--- config.mk ---
export PLATFORM = sky130hd
export DESIGN_NAME = dmem_lsu
export DESIGN_NICKNAME = d
export VERILOG_FILES = /design/src/rtl/dmem_lsu_pkg.sv /design/src/rtl/dmem_lsu.sv
export SDC_FILE = /design/constraint.sdc
export NUM_CORES = 1
export LEC_CHECK = 0
export ABC_AREA = 0
export ABC_CLOCK_PERIOD_IN_PS = 3400
export CORE_ASPECT_RATIO = 0.8
export CORE_MARGIN = 2
export CORE_UTILIZATION = 35
export DETAILED_ROUTE_END_ITERATION = 8
export DONT_BUFFER_PORTS = 1
export PLACE_DENSITY = 0.52
export SKIP_LAST_GASP = 1
export SYNTH_ARGS = -nofsm -noshare
export SYNTH_HDL_FRONTEND = slang
export SYNTH_SLANG_ARGS = --single-unit
--- constraint.sdc ---
create_clock -name clk -period 3.4 [get_ports clk]
set_input_delay 0.17 -clock clk [delete_from_list [all_inputs] [get_ports clk]]
set_output_delay 0.17 -clock clk [all_outputs]
set_load 0.01 [all_outputs]
--- src/rtl/dmem_lsu_pkg.sv ---
// rtl/dmem_lsu_pkg.sv - shared op encodings, state enum and default widths for dmem_lsu
package dmem_lsu_pkg;

    localparam int DEF_ADDR_W = 4;
    localparam int DEF_DATA_W = 8;

    localparam logic [1:0] OP_LOAD  = 2'b00;
    localparam logic [1:0] OP_STORE = 2'b01;
    localparam logic [1:0] OP_INC   = 2'b10;
    localparam logic [1:0] OP_DEC   = 2'b11;

    typedef enum logic [2:0] {
        ST_CLEAR = 3'd0,
        ST_IDLE  = 3'd1,
        ST_READ  = 3'd2,
        ST_WRITE = 3'd3,
        ST_RESP  = 3'd4
    } state_t;

endpackage

--- src/rtl/dmem_lsu.sv ---
// rtl/dmem_lsu.sv - single-outstanding load/store/inc/dec unit driving the data memory pins
module dmem_lsu
    import dmem_lsu_pkg::*;
#(
    parameter int ADDR_W         = DEF_ADDR_W,
    parameter int DATA_W         = DEF_DATA_W,
    parameter bit CLEAR_ON_RESET = 1'b1
) (
    input  logic              clk,
    input  logic              rst,
    input  logic              req_valid,
    output logic              req_ready,
    input  logic [1:0]        req_op,
    input  logic [ADDR_W-1:0] req_addr,
    input  logic [DATA_W-1:0] req_wdata,
    output logic              rsp_valid,
    input  logic              rsp_ready,
    output logic [DATA_W-1:0] rsp_data,
    output logic              rsp_zero,
    output logic              busy,
    output logic              mem_e,
    output logic              mem_we,
    output logic [ADDR_W-1:0] mem_addr,
    output logic [DATA_W-1:0] mem_di,
    input  logic [DATA_W-1:0] mem_do
);

    localparam logic [ADDR_W-1:0] LAST_ADDR = '1;

    state_t            state;
    state_t            state_nxt;
    logic [ADDR_W-1:0] clr_cnt;
    logic [1:0]        op_q;
    logic [ADDR_W-1:0] addr_q;
    logic [DATA_W-1:0] wdata_q;
    logic [DATA_W-1:0] rdata_q;
    logic [DATA_W-1:0] result_q;
    logic [DATA_W-1:0] wr_value;
    logic              mem_e_raw;
    logic              mem_we_raw;

    always_comb begin
        case (op_q)
            OP_INC:  wr_value = rdata_q + DATA_W'(1);
            OP_DEC:  wr_value = rdata_q - DATA_W'(1);
            default: wr_value = wdata_q;
        endcase
    end

    always_comb begin
        state_nxt = state;
        case (state)
            ST_CLEAR: if (clr_cnt == LAST_ADDR) state_nxt = ST_IDLE;
            ST_IDLE:  if (req_valid) state_nxt = (req_op == OP_STORE) ? ST_WRITE : ST_READ;
            ST_READ:  state_nxt = (op_q == OP_LOAD) ? ST_RESP : ST_WRITE;
            ST_WRITE: state_nxt = ST_RESP;
            ST_RESP:  if (rsp_ready) state_nxt = ST_IDLE;
            default:  state_nxt = ST_IDLE;
        endcase
    end

    // Memory pins come only from state and registers; reset forces the enables low.
    always_comb begin
        mem_e_raw  = 1'b0;
        mem_we_raw = 1'b0;
        mem_addr   = addr_q;
        mem_di     = '0;
        case (state)
            ST_CLEAR: begin
                mem_e_raw  = 1'b1;
                mem_we_raw = 1'b1;
                mem_addr   = clr_cnt;
            end
            ST_READ: mem_e_raw = 1'b1;
            ST_WRITE: begin
                mem_e_raw  = 1'b1;
                mem_we_raw = 1'b1;
                mem_di     = wr_value;
            end
            default: ;
        endcase
    end

    assign mem_e     = mem_e_raw & ~rst;
    assign mem_we    = mem_we_raw & ~rst;
    assign req_ready = (state == ST_IDLE);
    assign rsp_valid = (state == ST_RESP);
    assign busy      = (state != ST_IDLE);
    assign rsp_data  = result_q;
    assign rsp_zero  = (result_q == '0);

    always_ff @(posedge clk or posedge rst) begin
        if (rst) begin
            state    <= CLEAR_ON_RESET ? ST_CLEAR : ST_IDLE;
            clr_cnt  <= '0;
            op_q     <= OP_LOAD;
            addr_q   <= '0;
            wdata_q  <= '0;
            rdata_q  <= '0;
            result_q <= '0;
        end else begin
            state <= state_nxt;
            case (state)
                ST_CLEAR: clr_cnt <= clr_cnt + ADDR_W'(1);
                ST_IDLE: begin
                    if (req_valid) begin
                        op_q    <= req_op;
                        addr_q  <= req_addr;
                        wdata_q <= req_wdata;
                    end
                end
                ST_READ: begin
                    rdata_q <= mem_do;
                    if (op_q == OP_LOAD) result_q <= mem_do;
                end
                ST_WRITE: result_q <= wr_value;
                default: ;
            endcase
        end
    end

endmodule

# --- Word-level counts from Yosys, hierarchy flattened ---
# Cells that the tools add are included.
word_totals:
  regBits: 37
  in_bits: 26
  output_inout_bits: 26
  word_cells: 48
classes:
  addsub: 3
  eq_ne: 13
  mux: 13
  bitwise: 3
  reduce_logical: 9
op_table:
  columns: ["operator", "count"]
  rows:
  - ["one-hot mux 8 bit (2 select lines)", 2]
  - ["two-way mux 8 bit", 2]
  - ["one-hot mux 3 bit (5 select lines)", 1]
  - ["two-way mux 3 bit", 4]
  - ["adder 8 x 1 -> 8 bit, second input constant", 1]
  - ["logical NOT 8 bit", 1]
  - ["subtractor 8 x 1 -> 8 bit, second input constant", 1]
  - ["== test 3 x 2 -> 1 bit, second input constant", 2]
  - ["inequality test 2 bit, second input constant", 3]
  - ["adder 4 x 1 -> 4 bit, second input constant", 1]
  - ["== test 2 bit, second input constant", 2]
  - ["== test 4 bit, second input constant", 1]
  - ["two-way mux 4 bit", 1]
  - ["AND reduction 2 bit", 2]
  - ["== test 3 x 1 -> 1 bit, second input constant", 1]
  - ["== test 3 bit, second input constant", 1]
  - ["logical NOT 3 bit", 1]
  - ["two-way mux 1 bit", 3]
  - ["inequality test 3 x 1 -> 1 bit, second input constant", 1]
  - ["AND reduction 3 bit", 1]
  - ["OR reduction 3 bit", 1]
  - ["bitwise AND 1 bit", 2]
  - ["== test 2 x 1 -> 1 bit, second input constant", 1]
  - ["logical NOT 2 bit", 1]
  - ["4 further kinds", 4]

# --- Longest topological paths before layout ---
# Gate-level depths: netlist of the first run.
logic_depth:
  depth_word: 4
  mapped_depth: 10
  mapped_depth_nobuf: 8

# --- Least setup slack after synthesis of the first run ---
# Ideal clock, no wire load.
synth_path:
  path_type: "flip-flop to output port"
  from: "register op_q[0]"
  to: "output port mem_di[7]"
  arrival_time_ps: 1928
  required_time_ps: 3230
  setup_slack_ps: 1302
  stages_incl_launch_ff: 11
  path_buffers: 2
  path_cell_list: "dfrtp_1 buf_4 nand2_4 inv_2 ha_1 clkbuf_2 o2111a_1 a31oi_1 or3_1 nand4_1 a21oi_1"
synth_between:
  elab_chain_cells: 3
synth_lines:
  columns: ["element", "line_no", "rtl"]
  rows:
  - ["from (decl)", "dmem_lsu.sv:33", "logic [1:0] op_q;"]
  - ["from (signal assigned)", "dmem_lsu.sv:107", "op_q <= req_op;"]
  - ["== test 2 bit", "dmem_lsu.sv:43", "case (op_q)"]
  - ["one-hot mux 8 bit (2 select lines) *", "dmem_lsu.sv:43", null]
  - ["two-way mux 8 bit *", "dmem_lsu.sv:68", "case (state)"]
  - ["to (decl)", "dmem_lsu.sv:24", "output logic [DATA_W-1:0] mem_di,"]
# Mark *: on every way between the ends. The rest lies on a longest branch, timed or not.

# --- Worst setup path in the final report of the first run ---
layout_path:
  from: "register op_q[0]"
  to: "output port mem_di[6]"
# Same word-level chain as after synthesis.

==> flow_metrics.env, run 1 <==
export IMPL_num_rows=26
export IMPL_core_area_um2=6380
export IMPL_antenna_found_initial=0
export IMPL_root_buffer="clkbuf_8"
export IMPL_fin_nets=246
export IMPL_yosysWarnings=0
export IMPL_syn_area_um2=2300
export IMPL_avgRoutedWirePerCell_um=17.8
export IMPL_dieArea_um2=7240
export IMPL_cts_buffers=5
export IMPL_grt_max_degree=26
export IMPL_worst_path_largest_cell_delay_ps=530
export IMPL_path_cells="nand2_4 > inv_2 > ha_1 > nand3_1 > nor2_1 > o21ai_0 > nand3_1 > a31oi_1"
export IMPL_io_pins=52
export IMPL_fmax_mhz=378
export IMPL_final_min_clock_period_ps=2650
export IMPL_violations="hold timing"
export IMPL_crit_slowest_cell="dfrtp_1"
export IMPL_antenna_cells=0
export IMPL_timing_rr_start="op_q[0]"
export IMPL_first_global_vias=1587
export IMPL_synth_seq_cells=37
export IMPL_dp_hpwl_um=4030
export IMPL_ant_nets=0
export IMPL_power_uw=2630
export IMPL_crit_start="op_q[0]"
export IMPL_grt_pass1_wl_um=8740
export IMPL_gp_congestion=0.792
export IMPL_overflow=0
export IMPL_maxCapViolCount=0
export IMPL_seq_power_share_pct=37.5
export IMPL_setup_viol=0
export IMPL_cts_sinks=37
export IMPL_rr_endpoint="rsp_data[7]"
export IMPL_slew_headroom_pct=37.4
export IMPL_ys_types=52
export IMPL_worstMarginPinSlew_ps=939
export IMPL_ctsLongestPathBuffers=2
export IMPL_routed_wl_um=5370
export IMPL_swShare_pct=43.2
export IMPL_comb_power_share_pct=47.9
export IMPL_fill_cells=665
export IMPL_cts_clk_slew_worst_paths_ps=80
export IMPL_power_leakage_uw=0.00102
export IMPL_fin_area_um2=2450
export IMPL_cts_tree="built"
export IMPL_crit_family="compound AO/OA/AOI/OAI gates"
export IMPL_post_cts_resized=0
export IMPL_endpoint_kind="output port"
export IMPL_fin_util_pct=38.4
export IMPL_period_share_pct=77.9
export IMPL_worst_endpoint_required_ps=3230
export IMPL_drc_errors=0
export IMPL_hp_class="in -> async"
export IMPL_ys_async_sr_fraction_pct=100
export IMPL_routed_via_density=5.46
export IMPL_start_util_pct=36.1
export IMPL_synth_area_leaders="dfrtp_1, mux2_4, mux2_2"
export IMPL_start_kind="flop"
export IMPL_rsz0062_at_grt="no"
export IMPL_final_hold_viol_count=23
export IMPL_holdWs_ps=-18.2
export IMPL_gr_usage_all_layers_pct=15.7
export IMPL_synth_edf_count=0
export IMPL_first_pass_iters=4
export IMPL_synth_nets=251
export IMPL_syn_to_final_growth_pct=6.42
export IMPL_synth_most_common_cell="dfrtp_1"
export IMPL_yosysSeqAreaShare_pct=40.3
export IMPL_io_buffers=0
export IMPL_dieWidth_um=94.6
export IMPL_finalSetupTns_ps=0
export IMPL_skew_ps=3.79
export IMPL_crit_type="reg -> out"
export IMPL_worst_path_buf_inv=1
export IMPL_pwr_share_clk_pct=14.6
export IMPL_ff2ff_setup_slack_ps=1100
export IMPL_synthTopCellsByCount="dfrtp_1, a21oi_1, nor2_1"
export IMPL_drive_gt1_share_pct=19.3
export IMPL_p_sw_uw=1140
export IMPL_synth_avg_cell_area_um2=10.4
export IMPL_placed_area_um2=2300
export IMPL_h_tree_depth=2
export IMPL_cpMostUsedCell="nand3_1"
export IMPL_internal_power_uw=1490
export IMPL_ys_flop_type="dfrtp_1"
export IMPL_die_h_um=76.5
export IMPL_drt_first_iter_violations=78
export IMPL_worstPathMaxFanout=12
export IMPL_irDropWorstVdd_uv=368
export IMPL_slew_violations=0
export IMPL_postSynthCellCount=222
export IMPL_power_density_nw_per_um2=1080
export IMPL_arrival_ps=2480
export IMPL_rr_worst_depth=8
export IMPL_synth_area_leader_cell="dfrtp_1"
export IMPL_setup_worst_path_end="mem_di[6]"
export IMPL_worstSkewPairLatency_ps=290
export IMPL_crit_cells=8
export IMPL_netlist_area_leader_share_pct=40.3
export IMPL_dr_total_vias=1650
export IMPL_status="complete, but fails checks"
[cells by family (layout without fill, tap and decap cells)]
family	Yosys count	in the layout	share of synthesized area, %
AND/OR/NAND/NOR	66	66	16.5
AO/OA/AOI/OAI	51	51	14.6
flip-flops	37	37	40.3
multiplexers	32	32	17.0
buffers and inverters	23	19	6.20
XOR/XNOR	10	10	3.81
adder cells (fa/ha/maj)	3	3	1.63
[power groups by stage]
stage / clock network (uW) / registers, uW / logic, uW
3_5_place_dp: 0 / 993 / 1260
3_3_place_gp: 0 / 993 / 1250
5_1_grt: 422 / 1030 / 1400
4_1_cts: 396 / 984 / 1270
6_report: 385 / 986 / 1260
2_1_floorplan: 0 / 807 / 1240
[per-layer routing]
layer | global-route usage, % | vias up | part of all wire [%]
li1 | - | 788 | -
met1 | 24.1 | 801 | 49
met2 | 20.6 | 56 | 41
met3 | 5.24 | 5 | 9.7
met4 | 4.20 | 0 | 0.91
met5 | 0 | - | 0
[sequential cells by signal, indices dropped and copies added (netlist names)]
signal    cells
op_q          2
addr_q        4
state         3
wdata_q       8
rsp_data      8
clr_cnt       4
rdata_q       8
[layout make-up]
type | count | area [um^2] | share of cell area [%]
timing repair buffer | 6 | 55.1 | 2.25
clock inverter | 2 | 38.8 | 1.58
clock buffer | 6 | 72.6 | 2.97
multi-input combinational | 162 | 1230 | 50.3
sequential | 37 | 926 | 37.8
tap | 84 | 105 | 4.29
inverter | 5 | 18.8 | 0.767
[cells in the final DEF, fill, tap and decap left out, types with 2 or more instances in the layout]
| cell type | Yosys | routed |
|---|---|---|
| nor3_1 | 5 | 5 |
| xor2_1 | 4 | 4 |
| nand3_1 | 5 | 5 |
| nor2b_4 | 2 | 2 |
| nand2b_1 | 5 | 5 |
| a31oi_1 | 4 | 4 |
| or4_1 | 2 | 2 |
| buf_4 | 2 | 2 |
| mux2i_1 | 6 | 6 |
| a21oi_1 | 20 | 20 |
| mux2_4 | 10 | 10 |
| nor2b_1 | 3 | 3 |
| a211oi_1 | 3 | 3 |
| nor2_1 | 17 | 17 |
| mux2_2 | 12 | 12 |
| clkbuf_8 | 0 | 5 |
| xnor2_1 | 6 | 6 |
| o21ai_0 | 8 | 8 |
| ha_1 | 3 | 3 |
| nand4_1 | 3 | 3 |
| mux2_1 | 4 | 4 |
| inv_1 | 4 | 4 |
| dlygate4sd3_1 | 0 | 4 |
| and3_1 | 2 | 2 |
| nand2_1 | 11 | 11 |
| o31ai_1 | 4 | 4 |
| nand3b_1 | 2 | 2 |
| dfrtp_1 | 37 | 37 |
[repair_timing]
| action | in CTS | in global routing |
|---|---|---|
| hold buffers | 2 | 2 |
| setup endpoints to repair | 0 | 0 |
| setup buffers | 0 | 0 |
| hold endpoints to repair | 2 | 2 |
[through the flow]
| stage | setup WS (ps) | std cells |
|---|---|---|
| final | 752 | 302 |
| after detailed placement | 1070 | 290 |
| after global routing | 557 | 302 |
| after CTS | 765 | 300 |
| after floorplan | 1300 | 222 |
| after global placement | 1120 | 290 |
[worst min-delay path by stage]
stage                      start          to  cells after the start
floorplan              rsp_ready    state[2]                      1
global placement       rsp_ready    state[2]                      1
detailed placement     rsp_ready    state[2]                      1
CTS                  req_addr[1]   addr_q[1]                      1
global route        req_wdata[7]  wdata_q[7]                      1
finish                       rst    state[1]                      1
(Power assumes the default switching activity.)
==> inputs of run 2 (changes only) <==
--- a/config.mk
+++ b/config.mk
@@ -6,13 +6,13 @@
 export NUM_CORES = 1
 export LEC_CHECK = 0
 export ABC_AREA = 0
-export ABC_CLOCK_PERIOD_IN_PS = 3400
+export ABC_CLOCK_PERIOD_IN_PS = 2390
 export CORE_ASPECT_RATIO = 0.8
 export CORE_MARGIN = 2
 export CORE_UTILIZATION = 35
 export DETAILED_ROUTE_END_ITERATION = 8
 export DONT_BUFFER_PORTS = 1
-export PLACE_DENSITY = 0.52
+export PLACE_DENSITY = 0.54
 export SKIP_LAST_GASP = 1
 export SYNTH_ARGS = -nofsm -noshare
 export SYNTH_HDL_FRONTEND = slang
==> constraint.sdc (replaced) <==
create_clock -name clk -period 2.39 [get_ports clk]
set_input_delay 0.1195 -clock clk [delete_from_list [all_inputs] [get_ports clk]]
set_output_delay 0.1195 -clock clk [all_outputs]
set_load 0.01 [all_outputs]
==> flow_metrics.env, run 2 (same netlist as run 1, synthesis figures left out) <==
export IMPL_slew_headroom_pct=66.7
export IMPL_crit_type="reg -> out"
export IMPL_period_share_pct=96.3
export IMPL_core_area_um2=6380
export IMPL_final_cell_mix="dfrtp_1, dlygate4sd3_1, a21oi_1"
export IMPL_avgRoutedWirePerCell_um=16.8
export IMPL_antenna_found_initial=0
export IMPL_overflow=0
export IMPL_final_hold_viol_count=0
export IMPL_syn_to_final_growth_pct=19.9
export IMPL_endpoint_kind="output port"
export IMPL_worstPathMaxFanout=7
export IMPL_start_kind="flop"
export IMPL_dr_total_vias=1756
export IMPL_skew_ps=7.36
export IMPL_cts_buffers=5
export IMPL_drt_first_iter_violations=79
export IMPL_rsz0062_at_grt="yes"
export IMPL_drc_errors=0
export IMPL_cts_tree="built"
export IMPL_dieArea_um2=7240
export IMPL_routed_wl_um=5660
export IMPL_power_uw=3880
export IMPL_status="finished, final reports clean"
export IMPL_worstSkewPairLatency_ps=290
export IMPL_setup_viol=0
export IMPL_worst_endpoint_required_ps=2270
export IMPL_io_pins=52
export IMPL_drive_gt1_share_pct=23.3
export IMPL_fin_nets=281
export IMPL_first_global_vias=1769
export IMPL_grt_max_degree=38
export IMPL_routed_via_density=5.21
export IMPL_gr_usage_all_layers_pct=16.5
export IMPL_h_tree_depth=2
export IMPL_worstMarginPinSlew_ps=500
export IMPL_fmax_mhz=435
export IMPL_root_buffer="clkbuf_8"
export IMPL_dieWidth_um=94.6
export IMPL_num_rows=26
export IMPL_ctsLongestPathBuffers=2
export IMPL_die_h_um=76.5
export IMPL_maxCapViolCount=0
export IMPL_cts_clk_slew_worst_paths_ps=80
export IMPL_power_leakage_uw=0.00116
export IMPL_antenna_cells=0
export IMPL_final_min_clock_period_ps=2300
export IMPL_cts_sinks=37
export IMPL_final_common_cell="dfrtp_1"
export IMPL_fill_cells=647
export IMPL_dp_hpwl_um=3960
export IMPL_first_pass_iters=4
export IMPL_start_util_pct=36.1
export IMPL_arrival_ps=2180
export IMPL_power_density_nw_per_um2=1410
export IMPL_ant_nets=0
export IMPL_io_buffers=0
export IMPL_irDropWorstVdd_uv=521
export IMPL_gp_congestion=0.869
export IMPL_fin_util_pct=43.2
export IMPL_slew_violations=0
export IMPL_hp_class="in -> reg"
export IMPL_grt_pass1_wl_um=9280
## run 2: changes by cell type in the layout (fill, tap and decap cells not counted)
cell,delta
clkinv_4,+1
ha_4,+1
dlygate4sd3_1,+21
ha_1,-2
clkbuf_1,-1
buf_4,+14
bufinv_16,-1
ha_2,+1
clkinv_2,+1
## run 2: final cells by class
| cell class | count | area [um^2] | area share [%] |
|---|---|---|---|
| clock buffers | 5 | 68.8 | 2.50 |
| repair buffers | 41 | 370 | 13.4 |
| flip-flops and latches | 37 | 926 | 33.6 |
| multi-input cells | 162 | 1250 | 45.2 |
| inverters | 5 | 18.8 | 0.681 |
| well taps | 84 | 105 | 3.81 |
| clock inverters | 3 | 22.5 | 0.817 |
## run 2: report_power, final
part / internal [uW] / leakage, uW / total (uW) / switching (uW)
sequential: 941 / 0.000443 / 1380 / 437
clock: 207 / 0.0000481 / 456 / 248
combinational: 1040 / 0.000672 / 2040 / 1000
## run 2: worst paths after layout
check | from | endpoint | slack [ps] | cells past startpoint
max | op_q[0] | mem_di[7] | 90 | 9
min | mem_do[3] | rsp_data[3] | 30 | 2
max reg2reg | op_q[0] | rsp_data[7] | 500 | 8
min reg2reg | addr_q[1] | addr_q[1] | 480 | 1
max in group asynchronous | rst | rdata_q[1] | 1650 | 3
min in group asynchronous | rst | rdata_q[6] | 390 | 3
## run 2: layer usage
| layer | wire length (um) | vias up | track usage, % |
|---|---|---|---|
| met5 | 0 | - | 0 |
| li1 | - | 856 | - |
| met1 | 2820 | 837 | 24.7 |
| met4 | 34 | 0 | 3.04 |
| met3 | 441 | 2 | 4.95 |
| met2 | 2370 | 61 | 23.8 |
## run 2: worst max-delay path, stage by stage, from the launching register on
cell and delay, ps:
dfrtp_1 410, nand2_4 130, inv_2 80, ha_4 300, o2111a_1 170, a31oi_1 60, or3_1 410, nand4_1 120
a21oi_1 80, buf_4 140
## run 2: what timing repair did
action | CTS | global route
setup buffers | 0 | 4
hold buffers | 25 | 0
pin swaps | 0 | 2
endpoints found under the hold margin | 61 | 0
endpoints found under the setup margin | 1 | 3
resized for setup | 2 | 1
## run 2: per-stage QoR
step           setup TNS (ps)  cells  setup slack (ps)  hold WS (ps)  instance area, um^2
6_report                    0    337              88.7          27.8                 2760
5_1_grt                 -20.4    337             -20.4          24.9                 2760
4_1_cts                     0    333              29.8          22.2                 2730
3_5_place_dp                0    300               254           162                 2370
3_3_place_gp                0    300               302           161                 2370
2_1_floorplan               0    222               334           227                 2300
==> inputs of run 3 (changes only) <==
--- a/config.mk
+++ b/config.mk
@@ -10,9 +10,10 @@
 export CORE_ASPECT_RATIO = 0.8
 export CORE_MARGIN = 2
 export CORE_UTILIZATION = 35
+export CTS_CLUSTER_SIZE = 10
 export DETAILED_ROUTE_END_ITERATION = 8
 export DONT_BUFFER_PORTS = 1
-export PLACE_DENSITY = 0.54
+export PLACE_DENSITY_LB_ADDON = 0.08
 export SKIP_LAST_GASP = 1
 export SYNTH_ARGS = -nofsm -noshare
 export SYNTH_HDL_FRONTEND = slang
==> flow_metrics.env, run 3 (same netlist as run 1, synthesis figures left out) <==
export IMPL_status="finished, final reports clean"
export IMPL_worstMarginPinSlew_ps=496
export IMPL_power_leakage_uw=0.00116
export IMPL_pwr_share_clk_pct=14.1
export IMPL_seq_power_share_pct=34.9
export IMPL_io_buffers=0
export IMPL_holdWs_ps=23.0
export IMPL_fin_nets=278
export IMPL_comb_power_share_pct=51.1
export IMPL_final_min_clock_period_ps=2240
export IMPL_dp_hpwl_um=4060
export IMPL_cts_tree="built"
export IMPL_maxCapViolCount=0
export IMPL_ff2ff_setup_slack_ps=530
export IMPL_grt_pass1_wl_um=9160
export IMPL_timing_rr_start="op_q[1]"
export IMPL_setup_ws_ps=148
export IMPL_fmax_mhz=446
export IMPL_fill_cells=658
export IMPL_power_density_nw_per_um2=1420
export IMPL_rr_worst_depth=8
export IMPL_min_to="rsp_data[2]"
export IMPL_skew_ps=6.34
export IMPL_core_area_um2=6380
export IMPL_worst_endpoint_required_ps=2270
export IMPL_final_cell_mix="dfrtp_1, dlygate4sd3_1, a21oi_1"
export IMPL_internal_power_uw=2260
export IMPL_num_rows=26
export IMPL_routed_via_density=5.37
export IMPL_drt_first_iter_violations=90
export IMPL_fin_util_pct=43.2
export IMPL_root_buffer="clkbuf_8"
export IMPL_worstSkewPairLatency_ps=290
export IMPL_swShare_pct=42.3
export IMPL_antenna_cells=0
export IMPL_slew_headroom_pct=66.9
export IMPL_endpoint_kind="output port"
export IMPL_final_common_cell="dfrtp_1"
export IMPL_cts_buffers=5
export IMPL_grt_max_degree=38
export IMPL_drc_errors=0
export IMPL_dieWidth_um=94.6
export IMPL_ctsLongestPathBuffers=2
export IMPL_routed_wl_um=5680
export IMPL_rsz0062_at_grt="no"
export IMPL_cts_clk_slew_worst_paths_ps=80
export IMPL_start_kind="flop"
export IMPL_ant_nets=0
export IMPL_gr_usage_all_layers_pct=16.5
export IMPL_die_h_um=76.5
export IMPL_gp_congestion=0.916
export IMPL_rr_endpoint="rsp_data[7]"
export IMPL_worstPathMaxFanout=5
export IMPL_slew_violations=0
export IMPL_dr_total_vias=1793
export IMPL_io_pins=52
export IMPL_cts_sinks=37
export IMPL_setup_viol=0
export IMPL_first_pass_iters=4
export IMPL_seq_area_um2=926
export IMPL_first_global_vias=1756
export IMPL_hold_start="mem_do[2]"
export IMPL_crit_type="reg -> out"
export IMPL_final_hold_viol_count=0
export IMPL_period_share_pct=93.8
export IMPL_avgRoutedWirePerCell_um=17.0
export IMPL_fin_area_um2=2760
export IMPL_p_sw_uw=1660
export IMPL_dieArea_um2=7240
export IMPL_antenna_found_initial=0
export IMPL_overflow=0
export IMPL_h_tree_depth=2
export IMPL_drive_gt1_share_pct=22.0
export IMPL_irDropWorstVdd_uv=576
export IMPL_placed_area_um2=2360
export IMPL_hold_depth=2
export IMPL_hp_class="in -> reg"
export IMPL_start_util_pct=36.1
export IMPL_finalSetupTns_ps=0
export IMPL_arrival_ps=2120
export IMPL_syn_to_final_growth_pct=19.8
export IMPL_place_ws_ps=260
export IMPL_multi_input_area_um2=1250
## run 3: worst max path at each step
stage	from	to	slack, ps	cells after the start
after global routing	op_q[1]	mem_di[6]	6	9
after detailed placement	op_q[0]	mem_di[7]	260	9
final	op_q[1]	mem_di[6]	150	9
after CTS	op_q[0]	mem_di[7]	70	9
after global placement	op_q[0]	mem_di[7]	320	9
after floorplan	op_q[0]	rsp_data[7]	330	10
## run 3: metrics by stage
stage | std cells | power, uW
after floorplan | 222 | 2920
after global placement | 299 | 3240
after detailed placement | 299 | 3280
after CTS | 332 | 3920
after global routing | 334 | 4230
final | 334 | 3910
## run 3: repair_timing
action,in CTS,in global routing
buffers inserted,0,2
resized for setup,2,1
hold buffers,25,0
hold endpoints to repair,61,0
endpoints found under the setup margin,2,3
pin swaps,0,2
## run 3: power groups by stage
stage / clock network, uW / logic, uW / registers [uW]
after floorplan: 0 / 1770 / 1150
after global placement: 0 / 1880 / 1370
after detailed placement: 0 / 1910 / 1370
after CTS: 566 / 1990 / 1370
after global routing: 598 / 2200 / 1430
final: 551 / 2000 / 1360
## run 3: area by class of cell
| cell class | instances | area share (%) |
|---|---|---|
| repair buffers | 38 | 12.6 |
| multi-input cells | 162 | 45.2 |
| flip-flops and latches | 37 | 33.6 |
| inverters | 5 | 0.681 |
| clock buffers | 6 | 2.63 |
| well taps | 84 | 3.81 |
| clock inverters | 2 | 1.41 |
## run 3: critical path: stages (launching register included)
cell and delay [ps]:
dfrtp_1 410, nand2_4 110, xnor2_1 130, ha_2 270, nand3_1 100, nor2_1 110, o21ai_0 170, a21o_1 220
a31oi_1 160, buf_4 140
## run 3: routing by layer
metal | vias to the layer above | wire length [um] | track usage [%] | share of wire [%]
met3 | 11 | 453 | 4.45 | 8.0
met2 | 64 | 2410 | 22.6 | 42
met1 | 862 | 2730 | 25.0 | 48
met5 | - | 0 | 0 | 0
li1 | 856 | - | - | -
met4 | 0 | 87 | 5.22 | 1.5
